### config.mk
export PLATFORM = sky130hd
export DESIGN_NAME = fp16_accumulator_flat
export DESIGN_NICKNAME = d
export VERILOG_FILES = /design/src/rtl/fp16_accumulator_if.sv /design/src/rtl/fp16_accumulator.sv /design/src/flat_wrapper.sv
export SDC_FILE = /design/constraint.sdc
export NUM_CORES = 1
export LEC_CHECK = 0
export ABC_AREA = 1
export CORE_ASPECT_RATIO = 0.7
export CORE_MARGIN = 2
export CORE_UTILIZATION = 53
export CTS_CLUSTER_DIAMETER = 100
export DETAILED_ROUTE_END_ITERATION = 10
export PLACE_DENSITY = 0.74
export SYNTH_ARGS = -nofsm -noshare
export SYNTH_HDL_FRONTEND = slang
export SYNTH_SLANG_ARGS = --single-unit
### constraint.sdc
create_clock -name clk -period 12.4 [get_ports clk]
set_input_delay 2.48 -clock clk [delete_from_list [all_inputs] [get_ports clk]]
set_output_delay 2.48 -clock clk [all_outputs]
set_load 0.005 [all_outputs]
### src/rtl/fp16_accumulator_if.sv
// Stream port bundle for fp16_accumulator: operand input handshake and result output handshake.
// The slave modport is the accumulator side; master is the producer/consumer side.
interface fp16_accumulator_if #(
   parameter int CNT_W = 5
);
   logic             in_valid;
   logic             in_ready;
   logic [15:0]      in_data;
   logic             in_last;
   logic             out_valid;
   logic             out_ready;
   logic [15:0]      out_sum;
   logic [CNT_W-1:0] out_count;
   logic             out_trunc;
   logic             out_ovf;

   modport slave (
      input  in_valid, in_data, in_last, out_ready,
      output in_ready, out_valid, out_sum, out_count, out_trunc, out_ovf
   );

   modport master (
      output in_valid, in_data, in_last, out_ready,
      input  in_ready, out_valid, out_sum, out_count, out_trunc, out_ovf
   );
endinterface

### src/rtl/fp16_accumulator.sv
// Streaming fp16 packet accumulator built around the combinational floatAdd adder.
// Optional sticky exponent-wrap flag is enabled by defining FP16_ACC_OVF_DETECT_EN.

// Truncating fp16 adder: no rounding, no NaN/Inf, zero exponent results flush to zero.
module floatAdd (
   input  logic [15:0] a,
   input  logic [15:0] b,
   output logic [15:0] sum
);
   logic        swap;
   logic [15:0] hi;
   logic [15:0] lo;
   logic [10:0] hi_m;
   logic [10:0] lo_m;
   logic [11:0] sum12;
   logic [10:0] diff11;
   logic [5:0]  e6;
   logic [3:0]  lz;
   logic        found;
   logic [9:0]  norm;

   assign swap   = b[14:0] > a[14:0];
   assign hi     = swap ? b : a;
   assign lo     = swap ? a : b;
   assign hi_m   = {1'b1, hi[9:0]};
   assign lo_m   = {1'b1, lo[9:0]} >> (hi[14:10] - lo[14:10]);
   assign sum12  = {1'b0, hi_m} + {1'b0, lo_m};
   assign diff11 = hi_m - lo_m;
   assign e6     = {1'b0, hi[14:10]} + 6'd1;
   assign norm   = 10'(diff11 << lz);

   // Leading-zero count for renormalising the difference path
   always_comb begin
      lz    = 4'd0;
      found = 1'b0;
      for (int i = 10; i >= 0; i--) begin
         if (!found) begin
            if (diff11[i]) found = 1'b1;
            else           lz    = lz + 4'd1;
         end
      end
   end

   always_comb begin
      sum = 16'h0000;
      if (a[14:0] == 15'd0) begin
         sum = b;
      end else if (b[14:0] == 15'd0) begin
         sum = a;
      end else if (hi[15] == lo[15]) begin
         if (!sum12[11])  sum = {hi[15], hi[14:10], sum12[9:0]};
         else if (!e6[5]) sum = {hi[15], e6[4:0], sum12[10:1]};
         else             sum = 16'h0000;
      end else if (diff11 != 11'd0 && {1'b0, hi[14:10]} > {2'b00, lz}) begin
         sum = {hi[15], hi[14:10] - {1'b0, lz}, norm};
      end
   end
endmodule

module fp16_accumulator #(
   parameter int MAX_BEATS = 16,
   parameter int CNT_W     = 5
) (
   input  logic                clk,
   input  logic                rst,
   input  logic                clear,
   fp16_accumulator_if.slave   bus
);
   typedef enum logic {ACC, DONE} state_t;

   state_t           state;
   state_t           state_next;
   logic [15:0]      acc;
   logic [CNT_W-1:0] count;
   logic [CNT_W-1:0] count_inc;
   logic [15:0]      add_sum;
   logic [15:0]      out_sum_r;
   logic [CNT_W-1:0] out_count_r;
   logic             out_trunc_r;
   logic             accept;
   logic             close;
   logic             handshake;

   floatAdd u_add (
      .a   (acc),
      .b   (bus.in_data),
      .sum (add_sum)
   );

   assign bus.in_ready  = (state == ACC) && !clear;
   assign bus.out_valid = (state == DONE);
   assign bus.out_sum   = out_sum_r;
   assign bus.out_count = out_count_r;
   assign bus.out_trunc = out_trunc_r;

   assign accept    = bus.in_valid && bus.in_ready;
   assign count_inc = count + 1'b1;
   assign close     = bus.in_last || (count_inc == CNT_W'(MAX_BEATS));
   assign handshake = (state == DONE) && bus.out_ready;

   always_ff @(posedge clk or posedge rst) begin
      if (rst) state <= ACC;
      else     state <= state_next;
   end

   always_comb begin
      state_next = state;
      if (clear) begin
         state_next = ACC;
      end else begin
         case (state)
            ACC:     if (accept && close) state_next = DONE;
            DONE:    if (bus.out_ready)   state_next = ACC;
            default: state_next = ACC;
         endcase
      end
   end

   // Result registers load on the closing beat and stay frozen until the handshake
   always_ff @(posedge clk or posedge rst) begin
      if (rst) begin
         acc         <= 16'h0000;
         count       <= '0;
         out_sum_r   <= 16'h0000;
         out_count_r <= '0;
         out_trunc_r <= 1'b0;
      end else if (clear || handshake) begin
         acc   <= 16'h0000;
         count <= '0;
      end else if (accept) begin
         acc   <= add_sum;
         count <= count_inc;
         if (close) begin
            out_sum_r   <= add_sum;
            out_count_r <= count_inc;
            out_trunc_r <= !bus.in_last;
         end
      end
   end

`ifdef FP16_ACC_OVF_DETECT_EN
   logic ovf;
   logic ovf_det;
   logic out_ovf_r;

   // A same-sign add of two nonzero values can only yield zero through exponent wrap
   assign ovf_det = (acc != 16'h0000) && (bus.in_data != 16'h0000) &&
                    (acc[15] == bus.in_data[15]) && (add_sum == 16'h0000);

   always_ff @(posedge clk or posedge rst) begin
      if (rst) begin
         ovf       <= 1'b0;
         out_ovf_r <= 1'b0;
      end else if (clear || handshake) begin
         ovf       <= 1'b0;
         out_ovf_r <= 1'b0;
      end else if (accept) begin
         ovf <= ovf | ovf_det;
         if (close) out_ovf_r <= ovf | ovf_det;
      end
   end

   assign bus.out_ovf = out_ovf_r;
`else
   assign bus.out_ovf = 1'b0;
`endif
endmodule
### src/flat_wrapper.sv
// flat-port wrapper written by rule: the top's interface ports become plain ports
module fp16_accumulator_flat 
#(
   parameter int MAX_BEATS = 16,
   parameter int CNT_W     = 5
)
  (clk, rst, clear, bus_in_valid, bus_in_data, bus_in_last, bus_out_ready, bus_in_ready, bus_out_valid, bus_out_sum, bus_out_count, bus_out_trunc, bus_out_ovf);
  fp16_accumulator_if #(.CNT_W(CNT_W)) bus_i ();
  input  logic clk;
  input  logic rst;
  input  logic clear;
  input wire logic [$bits(bus_i.in_valid)-1:0] bus_in_valid;
  input wire logic [$bits(bus_i.in_data)-1:0] bus_in_data;
  input wire logic [$bits(bus_i.in_last)-1:0] bus_in_last;
  input wire logic [$bits(bus_i.out_ready)-1:0] bus_out_ready;
  output wire logic [$bits(bus_i.in_ready)-1:0] bus_in_ready;
  output wire logic [$bits(bus_i.out_valid)-1:0] bus_out_valid;
  output wire logic [$bits(bus_i.out_sum)-1:0] bus_out_sum;
  output wire logic [$bits(bus_i.out_count)-1:0] bus_out_count;
  output wire logic [$bits(bus_i.out_trunc)-1:0] bus_out_trunc;
  output wire logic [$bits(bus_i.out_ovf)-1:0] bus_out_ovf;
  assign bus_i.in_valid = bus_in_valid;
  assign bus_i.in_data = bus_in_data;
  assign bus_i.in_last = bus_in_last;
  assign bus_i.out_ready = bus_out_ready;
  assign bus_in_ready = bus_i.in_ready;
  assign bus_out_valid = bus_i.out_valid;
  assign bus_out_sum = bus_i.out_sum;
  assign bus_out_count = bus_i.out_count;
  assign bus_out_trunc = bus_i.out_trunc;
  assign bus_out_ovf = bus_i.out_ovf;
  fp16_accumulator #(.MAX_BEATS(MAX_BEATS), .CNT_W(CNT_W)) u_core (.clk(clk), .rst(rst), .clear(clear), .bus(bus_i));
endmodule
# --- Word-level counts from Yosys, hierarchy flattened ---
# Cells that the tools add are included.
totals:
  ff_bits: 44
  in_bits: 22
  out_inout_bits: 25
  elab_cells: 100
op_classes:
  n_addsub: 16
  n_lt_le_gt_ge: 2
  eq_ne: 2
  n_shift: 2
  n_mux: 56
  bitwise: 2
  reduce_logical: 14
ops:
  columns: ["operator", "count"]
  rows:
  - ["$mux 16", 10]
  - ["$mux 4", 20]
  - ["$add 4x1->4 const B", 10]
  - ["$logic_not 15->1", 2]
  - ["$mux 1", 23]
  - ["$gt 15x15->1", 1]
  - ["$add 11x11->12", 1]
  - ["$reduce_bool 11->1", 1]
  - ["$shl 11x4->10", 1]
  - ["$shr 11x5->11", 1]
  - ["$sub 11x11->11", 1]
  - ["$mux 5", 2]
  - ["$add 5x1->6 const B", 1]
  - ["$add 5x1->5 const B", 1]
  - ["$eq 5x5->1 const B", 1]
  - ["$gt 5x4->1", 1]
  - ["$logic_and 1x1->1", 5]
  - ["$sub 5x4->5", 1]
  - ["$sub 5x5->5", 1]
  - ["$reduce_and 3->1", 1]
  - ["$logic_not 1->1", 2]
  - ["$logic_or 1x1->1", 2]
  - ["$not 1->1", 2]
  - ["$pmux 1 s2", 1]
  - ["2 further kinds", 2]

# --- Logic depth before layout (Yosys ltp) ---
# Gate-level depths: netlist of run 1.
depth:
  ltp_word: 44
  mapped_depth: 80

# --- Hierarchy ---
# From an unflattened synthesis of run 1, not the netlist that was laid out.
hier_totals:
  cells_unflattened: 965
  area_unflattened_um2: 6050.8
by_module_without_submodules:
  columns: ["module", "n_inst", "cells_per_inst", "area_each_um2", "seq_area_each_um2"]
  rows:
  - ["floatAdd", 1, 785, 4237.8, 0.0]
  - ["fp16_accumulator", 1, 180, 1813.0, 1101.1]

# --- Least setup slack after synthesis of run 1 ---
# Ideal clock, no wire load.
synth_path:
  kind: "input to register"
  start: "input port bus_in_data[13]"
  end: "register u_core.acc[13]"
  setup_ns: 0.083
  t_arrival_ns: 11.744
  t_required_ns: 12.317
  setup_slack_ns: 0.572
  stages: 68
  path_cell_list: "ha_1 -> nand2_1 -> nor2_2 -> inv_2 -> nor2_4 -> nand2_1 -> nand2_4 -> nand2_4 -> nand2_2 -> nand3_2 -> ha_1 -> clkbuf_1 -> clkinv_1 -> nand2_1 -> o22ai_1 -> or3_1 -> o211ai_1 -> o21ai_0 -> (+32 left out) -> nand2_4 -> clkinv_2 -> buf_6 -> ha_1 -> nand2_1 -> nor2_1 -> a211oi_1 -> o21ai_0 -> nand2_1 -> nand2_1 -> o21ai_0 -> nor2_1 -> inv_1 -> o21ai_0 -> o21ai_0 -> o21ai_0 -> nand2_1 -> o21ai_0"
synth_between:
  elab_chain_len: 44
synth_rtl:
  columns: ["element", "line", "rtl"]
  rows:
  - ["from (decl)", "flat_wrapper.sv:13", "input wire logic [$bits(bus_i.in_data)-1:0] bus_in_data;"]
  - ["$gt 15x15->1", "fp16_accumulator.sv:22", "assign swap = b[14:0] > a[14:0];"]
  - ["$mux 16, on equally long branches", "fp16_accumulator.sv:23, fp16_accumulator.sv:24", null]
  - ["$sub 5x5->5", "fp16_accumulator.sv:26", "assign lo_m = {1'b1, lo[9:0]} >> (hi[14:10] - lo[14:10]);"]
  - ["$shr 11x5->11", "fp16_accumulator.sv:26", null]
  - ["$sub 11x11->11", "fp16_accumulator.sv:28", "assign diff11 = hi_m - lo_m;"]
  - ["$mux 1", "fp16_accumulator.sv:38", "if (diff11[i]) found = 1'b1;"]
  - ["$add 4x1->4", "fp16_accumulator.sv:39", "else lz = lz + 4'd1;"]
  - ["$mux 4", "fp16_accumulator.sv:38", null]
  - ["(+28 left out)", null, null]
  - ["$gt 5x4->1", "fp16_accumulator.sv:54", "end else if (diff11 != 11'd0 && {1'b0, hi[14:10]} > {2'b00, lz}) begin"]
  - ["$logic_and 1x1->1", "fp16_accumulator.sv:54", null]
  - ["$mux 16", "fp16_accumulator.sv:54", null]
  - ["$mux 16", "fp16_accumulator.sv:50", "end else if (hi[15] == lo[15]) begin"]
  - ["$mux 16", "fp16_accumulator.sv:48", "end else if (b[14:0] == 15'd0) begin"]
  - ["$mux 16 *", "fp16_accumulator.sv:46", "if (a[14:0] == 15'd0) begin"]
  - ["$mux 16 *", "fp16_accumulator.sv:130", "end else if (accept) begin"]
  - ["$mux 16 *", "fp16_accumulator.sv:127", "end else if (clear || handshake) begin"]
  - ["to (signal assigned)", "fp16_accumulator.sv:131", "acc <= add_sum;"]
  - ["to (decl)", "fp16_accumulator.sv:73", "logic [15:0] acc;"]
# Every way passes the cells marked *; elsewhere a longest branch is shown, timed or not. The select of a mux whose other input is x is not followed.
# A chain may end at the register's enable or synchronous reset.

# --- Worst setup path in the final report of run 1 ---
layout_path:
  start: "input port bus_in_data[7]"
  end: "register u_core.acc[5]"
layout_between:
  elab_chain_len: 44
layout_rtl:
  columns: ["element", "line"]
  rows:
  - ["$gt 15x15->1", "fp16_accumulator.sv:22"]
  - ["$mux 16, on equally long branches", "fp16_accumulator.sv:23, fp16_accumulator.sv:24"]
  - ["$sub 5x5->5", "fp16_accumulator.sv:26"]
  - ["$shr 11x5->11", "fp16_accumulator.sv:26"]
  - ["$sub 11x11->11", "fp16_accumulator.sv:28"]
  - ["$mux 1", "fp16_accumulator.sv:38"]
  - ["$add 4x1->4", "fp16_accumulator.sv:39"]
  - ["$mux 4", "fp16_accumulator.sv:38"]
  - ["(+28 left out)", null]
  - ["$gt 5x4->1", "fp16_accumulator.sv:54"]
  - ["$logic_and 1x1->1", "fp16_accumulator.sv:54"]
  - ["$mux 16", "fp16_accumulator.sv:54"]
  - ["$mux 16", "fp16_accumulator.sv:50"]
  - ["$mux 16 *", "fp16_accumulator.sv:48"]
  - ["$mux 16 *", "fp16_accumulator.sv:46"]
  - ["$mux 16 *", "fp16_accumulator.sv:130"]
  - ["$mux 16 *", "fp16_accumulator.sv:127"]
# Marked as above.

==> flow_summary.yaml, run 1 <==
critical_path:
  reg2regPathDepth: 72
  crit_path_max_incr_delay_ns: 0.49
  critPathCaptureType: "flop"
  r2r_end: "u_core.acc[5]"
  cp.depth: 70
  cp_common_cell: "nand2_1"
  rrSetupSlack_ns: 2.44
  start_kind: "input port"
  crit_family: "simple AND/OR/NAND/NOR gates"
  cp-endpoint: "u_core.acc[5]"
  slowest_stage: "clkdlybuf4s50_1"
  worstSetupPathType: "input port to flop"
  required_ns: 12.63
  path_buf_inv: 9
  r2r-start: "u_core.acc[13]"
  path_max_fanout: 6
  cp.arrival_ns: 12.20
  critPathLaunch: "bus_in_data[7]"
routing:
  first_pass_iters: 5
  wire_per_inst_um: 15.27
  remaining_drc_errors: 0
  vias: 6763
  wirelength_um: 18730
  drt-vias-per-instance: 5.516
  postRouteAntennaNets: 0
  drt_iter0_markers: 687
finish:
  nNetsFinal: 1148
  drive_above_1_share_pct: 15.66
  syn_to_final_growth_pct: 24.83
  multiInputGateArea_mm2: 0.004507
  fillers: 1024
  seqCellArea_mm2: 0.001101
  antennaDiodeCount: 0
  mostFrequentLayoutCell: "nand2_1"
  final_cell_mix: "nand2_1 (324), inv_1 (138), o21ai_0 (86), nand3_1 (62), buf_4 (54)"
floorplan:
  die_w_um: 131.5
  rows: 32
  start_util_pct: 54.57
  core_mm2: 0.01105
  fp.dieH_um: 93.25
  dieArea_mm2: 0.01226
  io_pins: 47
global_routing:
  grt_max_degree: 45
  antenna_found_initial: 0
  grt_overflow: 0
  first_global_vias: 5915
  groute.usage.overall_pct: 29.52
  grt_pass1_wl_um: 29630
synth:
  synthAdderAreaFrac_pct: 11.58
  synth_compound_area_share_pct: 16.31
  ys_ff_latch: 44
  yosys.cell_types.count: 51
  synth_nets: 1067
  synth_warnings: 0
  synth_top_family_by_area: "simple AND/OR/NAND/NOR gates"
  yosys.area_share.simple_pct: 38.07
  synthCells: 991
  synth-seq-area-share_pct: 18.26
  synth_mux_area_share_pct: 0.1660
  synth_xor_area_share_pct: 3.631
  syn_avg_cell_area_um2: 6.086
  synth_area_mm2: 0.006031
clocking:
  cts_tree: "built"
  insertion_delay_ns: 0.29
  numCtsBuffers: 5
  h-tree-depth: 2
  clk_pin_slew_ns: 0.06
  root_buffer: "clkbuf_16"
  cts.sinks: 44
  clockBufferDepth: 2
timing:
  final_hold_viol_count: 0
  setup_viol: 0
  skew_ns: 0.01025
  finalSetupTns_ns: 0
  layout_min_cycle_time_ns: 11.97
  timing.final.crit_share_pct: 96.53
  fmax_mhz: 83.54
  maxSlewViolCount: 0
  tightest_slew_ns: 0.9778
  timing.slew.headroom_pct: 34.66
placed_design:
  place.gp.congestion: 0.9709
  io_buffers: 45
  dpl.hpwl_um: 14630
run_status:
  outcome: "complete, no violations"
hold_path:
  hold_path.class: "flop to flop"
job:
  cap_violations: 0
==> per-stage QoR <==
stage                     cells  cell area [um2]  setup WS [ns]  util, %  hold WS, ns
after floorplan             991             6031         0.5722        -       0.4654
after global placement     1205             6887       -0.06233    62.32       0.4605
after detailed placement   1205             6887        -0.2402    62.32       0.4629
after CTS                  1213             7064        0.01259    63.93       0.4763
after global routing       1226             7528        -0.2201    68.13       0.4977
final                      1226             7528         0.4303    68.13       0.4736
==> cell type report <==
class	instances	share of cell area [%]
clock inverter	2	0.5152
tap	153	2.543
sequential	44	14.63
inverter	157	7.878
timing repair buffer	102	12.73
clock buffer	6	1.845
multi-input combinational	762	59.86
==> worst min-delay path: cells and delay by family, from the launching register on <==
kind	cells	cell delay (ns)
flops	1	0.34
simple gates	2	0.10
==> synth_stat cells (all sizes together) <==
library cell	n	area (um2)
a21o	2	15.01
xor2	22	192.7
nand3b	1	11.26
nor3	9	45.04
xnor2	3	26.28
nand3	73	415.4
a31o	1	8.760
conb	1	3.750
dfrtp	44	1101
a211oi	2	15.01
nand4	19	148.9
and3	1	6.260
nor2	45	227.7
o2111ai	2	17.52
o21ai	106	541.8
nor4	3	18.77
a31oi	3	18.77
o21a	2	15.01
buf	8	53.80
a21oi	34	177.7
or3	1	6.260
inv	151	566.8
clkinv	6	23.77
o31ai	7	52.55
a22oi	2	15.01
nand2	350	1391
fa	3	60.06
o22ai	9	68.81
clkbuf	20	75.07
or2	4	25.03
o211ai	5	37.54
mux2i	1	10.01
ha	51	638.1
==> per-layer routing <==
metal | up-vias | global-route usage [%] | part of all wire, %
met4 | 0 | 2.083 | 0.46
met1 | 3104 | 47.27 | 50
met5 | - | 0 | 0
li1 | 3359 | - | -
met2 | 287 | 42.84 | 41
met3 | 13 | 4.390 | 9.1
==> logic make-up after synthesis <==
| logic type | Yosys count |
|---|---|
| muxes | 1 |
| buffers and inverters | 185 |
| and+or+nand+nor | 506 |
| other | 1 |
| xor gates and xnor gates | 25 |
| adders and majority gates | 54 |
| DFF | 44 |
| AOI/OAI and AO/OA | 175 |
==> state kept, by name, summed over array words and instances, names as in the netlist <==
signal / flops
u_core.acc: 16
u_core.bus.out_trunc: 1
u_core.bus.out_valid: 1
u_core.count: 5
u_core.bus.out_count: 5
u_core.bus.out_sum: 16
==> worst min path at each step <==
stage                     cells after the start                    start                      end
after floorplan                               2  u_core.bus.out_count[4]  u_core.bus.out_count[4]
after global placement                        2  u_core.bus.out_count[4]  u_core.bus.out_count[4]
after detailed placement                      2  u_core.bus.out_count[4]  u_core.bus.out_count[4]
after CTS                                     2  u_core.bus.out_count[4]  u_core.bus.out_count[4]
after global routing                          2   u_core.bus.out_sum[12]   u_core.bus.out_sum[12]
final                                         2  u_core.bus.out_count[4]  u_core.bus.out_count[4]
==> repair_timing <==
item	CTS	global route
pin swaps	0	32
hold buffers	0	0
endpoints found under the hold margin	0	0
buffers inserted	0	11
gates resized for setup	1	79
endpoints found under the setup margin	2	32
gates cloned	0	2
Power of run 1 is not shown: default switching activity piles up to over one toggle a cycle in this logic, so the estimate is an artifact.
==> run 2: changes to the inputs <==
Clock period 12.4 ns to 14.65 ns, I/O delays scaled along.
==> run 2 against run 1 <==
Against the previous run: die area unchanged; non-clock buffer count decreased by 53; core utilization decreased by 6.7 points; count of clock-buffer cells in the layout decreased by 1; critical path depth decreased by 1; clock skew decreased by 0.0040 ns; routed wire length decreased by 10%; highest routed layer unchanged; setup slack improved by 0.62 ns; sequential share of layout area increased by 1.6 points.
==> flow_summary.yaml, run 2 (same netlist as run 1, synthesis figures left out) <==
run_status:
  outcome: "complete, no violations"
clocking:
  ctsHoldBuffers: 0
  cts.sinks: 44
  clk_pin_slew_ns: 0.06
  numCtsBuffers: 5
  root_buffer: "clkbuf_16"
  insertion_delay_ns: 0.29
  cts_tree: "built"
  clockBufferDepth: 2
  post_cts.repair.setup_buffers: 0
  h-tree-depth: 2
finish:
  syn_to_final_growth_pct: 12.47
  antennaDiodeCount: 0
  final_cell_mix: "nand2_1 (330), inv_1 (141), o21ai_0 (99), nand3_1 (66), ha_1 (46)"
  post-route-util_pct: 61.38
  drive_above_1_share_pct: 7.859
  fillers: 1098
  nNetsFinal: 1095
  mostFrequentLayoutCell: "nand2_1"
placed_design:
  dp_slack_ns: 0.4819
  place.gp.congestion: 0.9636
  io_buffers: 45
  dpl.hpwl_um: 13750
critical_path:
  cp.arrival_ns: 13.81
  required_ns: 14.86
  reg2regPathDepth: 69
  path_max_fanout: 52
  crit_path_max_incr_delay_ns: 0.47
  start_kind: "input port"
  slowest_stage: "clkdlybuf4s50_1"
  cp_common_cell: "nand2_1"
  r2r-start: "u_core.acc[6]"
  critPathCaptureType: "flop"
  rrSetupSlack_ns: 3.69
  worstSetupPathType: "input port to flop"
  r2r_end: "u_core.acc[10]"
routing:
  drt-vias-per-instance: 5.493
  wl_met2_um: 6523
  wl_met1_um: 8579
  first_pass_iters: 5
  wire_per_inst_um: 14.35
  wl_met3_um: 1612
  drt_iter0_markers: 642
  remaining_drc_errors: 0
  highest_layer: "met4"
  vias: 6432
  postRouteAntennaNets: 0
  wirelength_um: 16810
job:
  cap_violations: 0
timing:
  timing.slew.headroom_pct: 32.02
  tightest_slew_ns: 1.017
  finalSetupTns_ns: 0
  final_hold_viol_count: 0
  setup_viol: 0
  timing.final.crit_share_pct: 92.82
  fmax_mhz: 73.54
  skew_ns: 0.006213
  layout_min_cycle_time_ns: 13.60
  fin_ws_ns: 1.052
  maxSlewViolCount: 0
  hold_ws_ns: 0.4748
floorplan:
  die_w_um: 131.5
  rows: 32
  fp.dieH_um: 93.25
  core_mm2: 0.01105
  io_pins: 47
  start_util_pct: 54.57
  dieArea_mm2: 0.01226
global_routing:
  grt_overflow: 0
  groute.usage.overall_pct: 27.36
  grt_max_degree: 53
  antenna_found_initial: 0
  first_global_vias: 5438
  grt_pass1_wl_um: 27450
hold_path:
  hp-start: "u_core.bus.out_sum[8]"
  min_to: "u_core.bus.out_sum[8]"
  holdPathStages: 2
  hold_path.class: "flop to flop"
==> run 2: changes by cell type in the layout (fill, tap and decap cells not counted), sizes merged <==
cell           previous run  this run
clkinvlp                  0         1
inv                     153       151
clkdlybuf4s50            32        45
dlymetal6s2s             13         0
buf                      55         4
clkbuf                    8         5
==> run 2: stage by stage <==
step,std cells,instance area (um2)
4_1_cts,1171,6729
3_5_place_dp,1165,6574
3_3_place_gp,1165,6574
2_1_floorplan,991,6031
5_1_grt,1171,6783
6_report,1171,6783
==> run 2: worst max path at each step <==
stage,startpoint,endpoint,slack (ns),cells past startpoint
CTS,bus_in_data[10],u_core.acc[10],0.77,69
global placement,bus_in_data[10],u_core.acc[10],0.75,67
floorplan,bus_in_data[13],u_core.acc[13],2.37,68
global route,bus_in_data[13],u_core.acc[10],-0.03,69
detailed placement,bus_in_data[10],u_core.acc[10],0.48,69
finish,bus_in_data[6],u_core.acc[10],1.05,69
==> run 2: final cells by class <==
type / count / area, um2 / area share [%]
flip-flops and latches: 44 / 1101 / 16.23
multi-input cells: 762 / 4260 / 62.81
inverters: 157 / 594.3 / 8.762
clock buffers: 5 / 125.1 / 1.845
repair buffers: 49 / 480.5 / 7.084
well taps: 153 / 191.4 / 2.822
clock inverters: 1 / 30.03 / 0.4427
==> run 2: worst max-delay path: cells and delay by family <==
| kind | cells | cell delay, ns |
|---|---|---|
| AOI/OAI and AO/OA | 15 | 2.13 |
| xor gates and xnor gates | 1 | 0.17 |
| adders and majority gates | 9 | 2.78 |
| buffers and inverters | 10 | 1.36 |
| and+or+nand+nor | 34 | 4.40 |
==> run 2: timing repair <==
item	4_1_cts	5_1_grt
setup endpoints to repair	0	32
resized for setup	0	14
hold endpoints to repair	0	0
==> run 2: routing by layer <==
metal	vias up	track usage, %
met5	-	0
li1	3247	-
met3	9	6.070
met4	0	3.261
met2	265	37.43
met1	2911	43.85
Power of run 2 is left out for the same reason.
==> run 3: changes to the inputs <==
Settings changed: PLACE_DENSITY 0.74 to 0.73, SYNTH_HIERARCHICAL set to 1.
==> run 3 against run 2 <==
Against the previous run: routed wire length down 0.90%; maximum frequency shrank 0.17%; critical path depth up 3; clock skew down 0.0023 ns; critical path type unchanged; critical endpoint is now u_core/acc[2]; final cell count fell by 2.7%; register-to-register slack better by 0.02 ns; count of clock-buffer cells in the layout is the same.
==> flow_summary.yaml, run 3 <==
run_status:
  outcome: "complete, no violations"
finish:
  nNetsFinal: 1061
  seqCellArea_mm2: 0.001101
  drive_above_1_share_pct: 8.215
  multiInputGateArea_mm2: 0.004218
  stdcell_count: 1139
  mostFrequentLayoutCell: "nand2_1"
  fillers: 1068
  final_cell_mix: "nand2_1 (286), inv_1 (139), o21ai_0 (74), nand3_1 (73), ha_1 (50)"
  syn_to_final_growth_pct: 11.23
  antennaDiodeCount: 0
global_routing:
  first_global_vias: 5454
  grt_pass1_wl_um: 27600
  antenna_found_initial: 0
  grt_max_degree: 51
  grt_overflow: 0
  groute.usage.overall_pct: 27.47
clocking:
  cts_tree: "built"
  insertion_delay_ns: 0.28
  ctsHoldBuffers: 0
  h-tree-depth: 2
  clockBufferDepth: 2
  clk_pin_slew_ns: 0.06
  numCtsBuffers: 5
  cts.sinks: 44
  root_buffer: "clkbuf_16"
synth:
  synth_top_area_share_pct: 18.20
  synth_area_mm2: 0.006051
  yosysTopAreaCell: "dfrtp_1"
  synthTopCellsByArea: "dfrtp_1 (18%), nand2_1 (18%), ha_1 (10%)"
  ys_ff_latch: 44
  synthCells: 965
  synth_edf_count: 0
  synth_nets: 1040
  synth-seq-area-share_pct: 18.20
  synth_warnings: 6
  syn_avg_cell_area_um2: 6.270
  netlist_top_cells_count: "nand2_1 (286), inv_1 (140), o21ai_0 (74)"
  yosys.cell_types.count: 58
  async_flop_share_pct: 100.0
  synth_ff_type: "dfrtp_1"
  synth.most_common_cell: "nand2_1"
timing:
  final_hold_viol_count: 0
  fmax_mhz: 73.42
  tightest_slew_ns: 0.8886
  finalSetupTns_ns: 0
  skew_ns: 0.003894
  hold_ws_ns: 0.5071
  timing.slew.headroom_pct: 40.67
  timing.final.crit_share_pct: 92.97
  rsz0062_at_grt: "no"
  layout_min_cycle_time_ns: 13.62
  setup_viol: 0
  maxSlewViolCount: 0
critical_path:
  slowest_stage: "clkdlybuf4s50_1"
  critPathCaptureType: "flop"
  path_max_fanout: 50
  start_kind: "input port"
  crit_path_max_incr_delay_ns: 0.51
  required_ns: 14.82
  worstSetupPathType: "input port to flop"
  cp.arrival_ns: 13.79
  cp_common_cell: "nand2_1"
floorplan:
  core_mm2: 0.01105
  dieArea_mm2: 0.01230
  fp.dieH_um: 93.40
  rows: 32
  io_pins: 47
  die_w_um: 131.7
  start_util_pct: 54.76
routing:
  wire_per_inst_um: 14.62
  drt_iter0_markers: 606
  highest_layer: "met4"
  vias: 6290
  postRouteAntennaNets: 0
  wl_met1_um: 8877
  wl_met3_um: 1399
  first_pass_iters: 5
  wl_met2_um: 6334
  wirelength_um: 16660
  remaining_drc_errors: 0
  drt-vias-per-instance: 5.522
job:
  cap_violations: 0
placed_design:
  io_buffers: 45
  dp.cells: 1132
  dpl.hpwl_um: 13710
  place.gp.congestion: 0.9923
hold_path:
  hold_path.class: "flop to flop"
-- run 3: per-stage QoR --
stage | area [um2] | worst slack [ns] | utilization, %
final | 6730 | 1.029 | 60.90
after global routing | 6730 | 0.01645 | 60.90
after CTS | 6728 | 1.164 | 60.88
after detailed placement | 6543 | 0.9088 | 59.21
after global placement | 6543 | 1.090 | 59.21
after floorplan | 6051 | 2.510 | -
-- run 3: layout make-up --
class / instances / share of cell area (%)
timing repair buffer: 46 / 6.804
tap: 153 / 2.844
sequential: 44 / 16.36
clock inverter: 2 / 0.8924
clock buffer: 5 / 1.859
multi-input combinational: 737 / 62.67
inverter: 152 / 8.570
-- run 3: logic make-up (layout without fill, tap and decap cells) --
group | count (synthesis) | in the layout | synth area share, %
compound gates | 181 | 181 | 17.68
fa+ha+maj | 53 | 53 | 11.33
buf+inv | 184 | 205 | 12.14
flops | 44 | 44 | 18.20
xor+xnor | 20 | 20 | 3.019
other cells | 1 | 1 | 0.06198
simple gates | 482 | 482 | 37.57
-- run 3: worst paths after layout --
path                       slack, ns  cells after the start                   from                       to
setup / recovery                1.03                     72        bus_in_data[13]            u_core/acc[2]
hold / removal                  0.51                      2  u_core/bus.out_sum[6]    u_core/bus.out_sum[6]
setup reg to reg                3.71                     72         u_core/acc[10]            u_core/acc[2]
hold reg to reg                 0.51                      2  u_core/bus.out_sum[6]    u_core/bus.out_sum[6]
max in group asynchronous      10.93                      2                    rst            u_core/acc[3]
min in group asynchronous       3.16                      2                    rst  u_core/bus.out_count[4]
-- run 3: worst max-delay path, delay by kind of cell --
family / cells / cell delay, ns
compound gates: 7 / 1.49
fa+ha+maj: 9 / 2.69
buf+inv: 10 / 1.38
simple gates: 46 / 5.24
-- run 3: routing by layer --
metal	track usage [%]	vias up
met2	37.57	248
met4	2.083	0
met1	45.25	2854
met5	0	-
met3	4.824	4
li1	-	3184
-- run 3: what timing repair did --
item	in CTS	in global routing
hold endpoints to repair	0	0
resized for setup	0	1
buffers inserted	0	0
setup endpoints to repair	0	6
Power of run 3 is left out for the same reason.
